**config.mk**
```make
export PLATFORM = sky130hd
export DESIGN_NAME = bram_verifier
export DESIGN_NICKNAME = d
export VERILOG_FILES = /design/src/rtl/bram_verifier.sv
export SDC_FILE = /design/constraint.sdc
export NUM_CORES = 1
export LEC_CHECK = 0
export CAP_MARGIN = 0
export CORE_MARGIN = 1.5
export CORE_UTILIZATION = 25
export CTS_CLUSTER_DIAMETER = 150
export DETAILED_ROUTE_END_ITERATION = 10
export GPL_TIMING_DRIVEN = 0
export PLACE_DENSITY = 0.55
export SLEW_MARGIN = 30
export SYNTH_ARGS = -nofsm -noshare
export SYNTH_HDL_FRONTEND = slang
export SYNTH_SLANG_ARGS = --single-unit
```
**constraint.sdc**
```tcl
create_clock -name i_clk -period 4.1 [get_ports i_clk]
set_clock_uncertainty 0.1 [all_clocks]
set_input_delay 0.82 -clock i_clk [delete_from_list [all_inputs] [get_ports i_clk]]
set_output_delay 0.82 -clock i_clk [all_outputs]
set_load 0.03 [all_outputs]
```
**src/rtl/bram_verifier.sv**
```systemverilog
// Strided BRAM read-back checker: issues one read per cycle, compares against an arithmetic sequence.
// Optional BRAM_VERIFY_STOP_ON_ERR_EN: abort the sweep on the first mismatch.
module bram_verifier #(
  parameter int DATA_SZ   = 16,
  parameter int ADDR_SZ   = 8,
  parameter int ADDR_STEP = 3,
  parameter int DATA_STEP = 13
) (
  input  logic               i_clk,
  input  logic               i_rst_n,
  input  logic               i_start,
  input  logic [ADDR_SZ-1:0] i_base_addr,
  input  logic [DATA_SZ-1:0] i_base_data,
  input  logic [ADDR_SZ:0]   i_count,
  output logic [ADDR_SZ-1:0] o_raddr,
  input  logic [DATA_SZ-1:0] i_rdata,
  output logic               o_busy,
  output logic               o_done,
  output logic               o_pass,
  output logic [ADDR_SZ-1:0] o_err_addr,
  output logic [ADDR_SZ:0]   o_err_cnt
);

  typedef enum logic [1:0] {S_IDLE, S_ISSUE, S_DRAIN, S_DONE} state_t;

  localparam logic [ADDR_SZ-1:0] ADDR_INC = ADDR_SZ'(ADDR_STEP);
  localparam logic [DATA_SZ-1:0] DATA_INC = DATA_SZ'(DATA_STEP);
  localparam logic [ADDR_SZ:0]   CNT_ONE  = (ADDR_SZ+1)'(1);

  state_t               r_state;
  state_t               w_state_nxt;
  logic [DATA_SZ-1:0]   r_cur_data;
  logic [ADDR_SZ:0]     r_remain;
  logic                 r_pipe_vld;
  logic [ADDR_SZ-1:0]   r_pipe_addr;
  logic [DATA_SZ-1:0]   r_pipe_exp;
  logic                 r_err_seen;
  logic                 w_start_ok;
  logic                 w_cmp_miss;
  logic                 w_abort;

  assign w_start_ok = (r_state == S_IDLE) && i_start;
  assign w_cmp_miss = r_pipe_vld && (i_rdata != r_pipe_exp);

`ifdef BRAM_VERIFY_STOP_ON_ERR_EN
  assign w_abort = w_cmp_miss;
`else
  assign w_abort = 1'b0;
`endif

  always_comb begin
    w_state_nxt = r_state;
    case (r_state)
      S_IDLE:  if (i_start) w_state_nxt = (i_count != '0) ? S_ISSUE : S_DONE;
      S_ISSUE: begin
        if (w_abort)                  w_state_nxt = S_DONE;
        else if (r_remain == CNT_ONE) w_state_nxt = S_DRAIN;
      end
      S_DRAIN: w_state_nxt = S_DONE;
      S_DONE:  w_state_nxt = S_IDLE;
      default: w_state_nxt = S_IDLE;
    endcase
  end

  always_ff @(posedge i_clk) begin
    if (!i_rst_n) begin
      r_state     <= S_IDLE;
      r_cur_data  <= '0;
      r_remain    <= '0;
      r_pipe_vld  <= 1'b0;
      r_pipe_addr <= '0;
      r_pipe_exp  <= '0;
      r_err_seen  <= 1'b0;
      o_raddr     <= '0;
      o_busy      <= 1'b0;
      o_done      <= 1'b0;
      o_pass      <= 1'b0;
      o_err_addr  <= '0;
      o_err_cnt   <= '0;
    end else begin
      r_state <= w_state_nxt;
      o_done  <= (r_state == S_DONE);

      if (w_start_ok) begin
        r_cur_data <= i_base_data;
        r_remain   <= i_count;
        r_err_seen <= 1'b0;
        o_pass     <= 1'b0;
        o_err_addr <= '0;
        o_err_cnt  <= '0;
        o_busy     <= (i_count != '0);
        if (i_count != '0) o_raddr <= i_base_addr;
      end

      // o_raddr always shows the address being issued; it stops on the last one.
      if (r_state == S_ISSUE && !w_abort) begin
        r_pipe_vld  <= 1'b1;
        r_pipe_addr <= o_raddr;
        r_pipe_exp  <= r_cur_data;
        r_cur_data  <= r_cur_data + DATA_INC;
        r_remain    <= r_remain - CNT_ONE;
        if (r_remain != CNT_ONE) o_raddr <= o_raddr + ADDR_INC;
      end else begin
        r_pipe_vld  <= 1'b0;
      end

      if (w_cmp_miss) begin
        if (o_err_cnt != '1) o_err_cnt <= o_err_cnt + CNT_ONE;
        if (!r_err_seen) begin
          r_err_seen <= 1'b1;
          o_err_addr <= r_pipe_addr;
        end
      end

      if (r_state == S_DONE) begin
        o_busy <= 1'b0;
        o_pass <= (o_err_cnt == '0);
      end
    end
  end

endmodule

```
==> flow_summary_export.csv <==
group,metric,value,unit
pwr,peakVddDrop,0.000271,V
layout,nFillCells,1761,
logic_synthesis,ys_seq_elements,81,
global_route,maximum_number_of_pins_on_one_net_before_global_route_repair,13,
logic_synthesis,synthTopCellsByArea,"sky130_fd_sc_hd__dfxtp_1 (38%), sky130_fd_sc_hd__nand2_1 (6.1%), sky130_fd_sc_hd__mux2i_1 (5.6%)",
worst_hold_path,worst_hold_start,"r_pipe_addr[6]",
floorplan,floorplan.die.width,134,um
logic_synthesis,synth_most_common_cell,"sky130_fd_sc_hd__dfxtp_1",
setup_path,path_class,"input pin to flop",
timing,final.min_clock_period,2890,ps
setup_path,critical_path.max_fanout,7,
global_route,antenna_found_initial,0,
logic_synthesis,synth-edff-count,0,
drt,antenna_left,0,
floorplan,io_pins,80,
timing,hold-worst-slack,376,ps
clock_network,cts.path.max_buffers,2,
layout,net_count_reported_at_finish,670,
layout,layout-area-overhead-vs-synth,31.6,%
logic_synthesis,synth_top_cell_area_share,37.6,%
setup_path,critPathRequiredTime,4290,ps
logic_synthesis,yosys_warnings,0,
timing,report.final.setup_viol,0,
setup_path,worst_setup_path_end_kind,"flop",
layout,multiInputGateArea,2490,um^2
clock_network,cts_repair_resize_count,0,
timing,fmaxAchievable,0.346,GHz
clock_network,tritoncts_clock_tree,"done",
clock_network,cts.sinks,81,
drt,drc,0,
logic_synthesis,total_nets_after_synthesis,580,
worst_hold_path,hold_path.class,"flop to flop",
clock_network,clk_pin_slew_worst_paths,60,ps
drt,wirelength,13.0,mm
timing,final.setup.tns,0,ps
floorplan,die_height,134,um
logic_synthesis,dominantRegCellSynth,"sky130_fd_sc_hd__dfxtp_1",
drt,detailroute.via_count,4046,
clock_network,setup_repair_bufs_after_cts,0,
global_route,grtUsageTotal,15.0,%
drt,drt-vias-per-instance,4.87,
floorplan,die_area,18000,um^2
clock_network,cts_made_buffers,9,
setup_path,critical_path.cell_chain,"clkdlybuf4s50_1 > xor2_1 > nor4_1 > nand4_1 > a211oi_2 > mux2_2",
pwr,power.total,3.45,mW
timing,timing.final.crit_share,70.4,%
worst_hold_path,timing.hold.worst_endpoint,"o_err_addr[6]",
logic_synthesis,synthCells,516,
setup_path,slowest_delay,580,ps
placed_design,finalWeightedCongestion,0.816,
setup_path,worst_path_max_delay_cell,"sky130_fd_sc_hd__nor4_1",
logic_synthesis,synth-async-reset-ratio,0,%
logic_synthesis,synthesis.area_per_instance,8.35,um^2
logic_synthesis,synth_largest_area_cell,"sky130_fd_sc_hd__dfxtp_1",
global_route,grt_pass1_vias,4085,
global_route,global_route_wire_length_before_repair,21.5,mm
setup_path,minimum_setup_slack_among_reg_to_reg_paths,1520,ps
setup_path,r2r-start,"o_err_cnt[0]",
pwr,p_leak,2.07,nW
floorplan,initial_utilization,25.8,%
worst_hold_path,min_delay_path_depth,2,
placed_design,buffer_ports.inserted,79,
drt,drtIter0Drc,252,
layout,final_layout_size_suffix_gt1_share,6.56,%
drt,drt_first_pass_iters,4,
logic_synthesis,synth-seq-area-share,37.6,%
run_status,run_status,"completed",
clock_network,htree_num_levels,3,
placed_design,place.detailed.hpwl,9.66,mm
pwr,power_density,609,nW/um^2
setup_path,worst_r2r_endpoint,"o_err_cnt[0]",
timing,slew_violations,0,
floorplan,std_cell_core_area,16700,um^2
global_route,globalRouteOverflowTotal,0,
timing,tightestPinTransition,632,ps
layout,sequential_cell_area,1620,um^2
clock_network,clkLatencyLatePin,340,ps
setup_path,reg2reg_depth,9,
setup_path,cp-start-kind,"input pin",
clock_network,number_of_buffers_inserted_for_hold_repair_after_clock_tree_synthesis,0,
layout,insertedDiodeCount,0,
floorplan,row_count,47,
drt,post_drt_wl_per_cell,15.7,um
logic_synthesis,number_of_distinct_library_cells_after_synthesis,57,
timing,hold_viol_final,0,
setup_path,timing.critical_path.arrival,3070,ps
timing,maxSlewHeadroom,57.5,%
logic_synthesis,post_synth_instance_area,4310,um^2
logic_synthesis,synth.cells.most_frequent,"sky130_fd_sc_hd__dfxtp_1 (81), sky130_fd_sc_hd__nand2_1 (70), sky130_fd_sc_hd__nor2_1 (45), sky130_fd_sc_hd__a21oi_1 (35)",
job,cap_violations,0,
timing,rsz0062_at_grt,"false",
clock_network,ctsRootBufferMaster,"sky130_fd_sc_hd__clkbuf_16",
## cell families (layout without fill, tap and decap cells)
group | after synthesis | count (layout) | synth area share, %
AO/OA/AOI/OAI | 105 | 105 | 17.1
AND/OR/NAND/NOR | 209 | 209 | 23.8
buffers and inverters | 47 | 141 | 4.56
multiplexers | 26 | 26 | 6.10
flip-flops | 81 | 81 | 37.6
adder cells (fa/ha/maj) | 12 | 12 | 3.49
XOR/XNOR | 36 | 36 | 7.32
## sequential cells by signal, indices dropped and copies added, names as in the netlist
register and flops:
o_raddr 8, o_err_cnt 9, r_cur_data 16, o_pass 1
o_done 1, o_busy 1, r_pipe_exp 16, r_state 2
r_err_seen 1, r_pipe_addr 8, r_pipe_vld 1, r_remain 9
o_err_addr 8
## metrics by stage
step	util (%)	std cells	setup WS [ps]	instance area [um^2]
floorplan	-	516	1790	4310
global placement	32.2	815	923	5370
detailed placement	32.2	815	851	5370
CTS	34.0	830	1200	5670
global route	34.0	830	1050	5670
finish	34.0	830	1210	5670
## cells in the final DEF, fill, tap and decap left out, drive strengths merged, types with 12 or more instances in the layout
cell type      instances
nor2                  46
nand2                 70
clkdlybuf4s50         79
mux2i                 24
buf                   14
clkbuf                32
ha                    12
inv                   12
xor2                  24
xnor2                 12
nor3                  12
a311oi                12
a21oi                 35
dfxtp                 81
nand3                 20
## power by group
part | switching (mW) | leakage, nW | internal [mW]
clock network | 0.316 | 0.148 | 0.500
logic | 0.820 | 1.26 | 0.600
registers | 0.236 | 0.661 | 0.983
total | 1.37 | 2.07 | 2.08
## critical path: cells and delay by family
kind / cells / cell delay [ps]
xor gates and xnor gates: 1 / 140
buffers and inverters: 1 / 420
AOI/OAI and AO/OA: 1 / 540
muxes: 1 / 250
and+or+nand+nor: 2 / 900
## how the worst max path moves through the flow
stage / from / end / cells after the start
6_report: i_rdata[4] / o_err_cnt[0] / 6
5_1_grt: i_rdata[4] / o_err_cnt[0] / 6
4_1_cts: i_rdata[4] / o_err_cnt[0] / 6
3_5_place_dp: i_rdata[4] / o_err_cnt[0] / 6
3_3_place_gp: i_rdata[4] / o_err_cnt[0] / 6
2_1_floorplan: i_count[7] / o_raddr[7] / 6
## layout make-up
cell class                 instances  area share [%]
buffer                            34            2.60
clock buffer                      12            4.52
clock inverter                     3           0.706
inverter                          13           0.861
multi-input combinational        388            43.9
sequential                        81            28.6
tap                              220            4.85
timing repair buffer              79            13.9
## metal layers
layer  track usage, %  vias to the layer above  wire (um)  part of all wire, %
met3             2.87                       13        582                  4.5
met5                0                        -          0                    0
li1                 -                     2018          -                    -
met4             4.24                        0        160                  1.2
met2             25.2                      104       6250                   48
met1             19.6                     1911       6040                   46
Note: power is estimated with default switching activity, not from simulation.
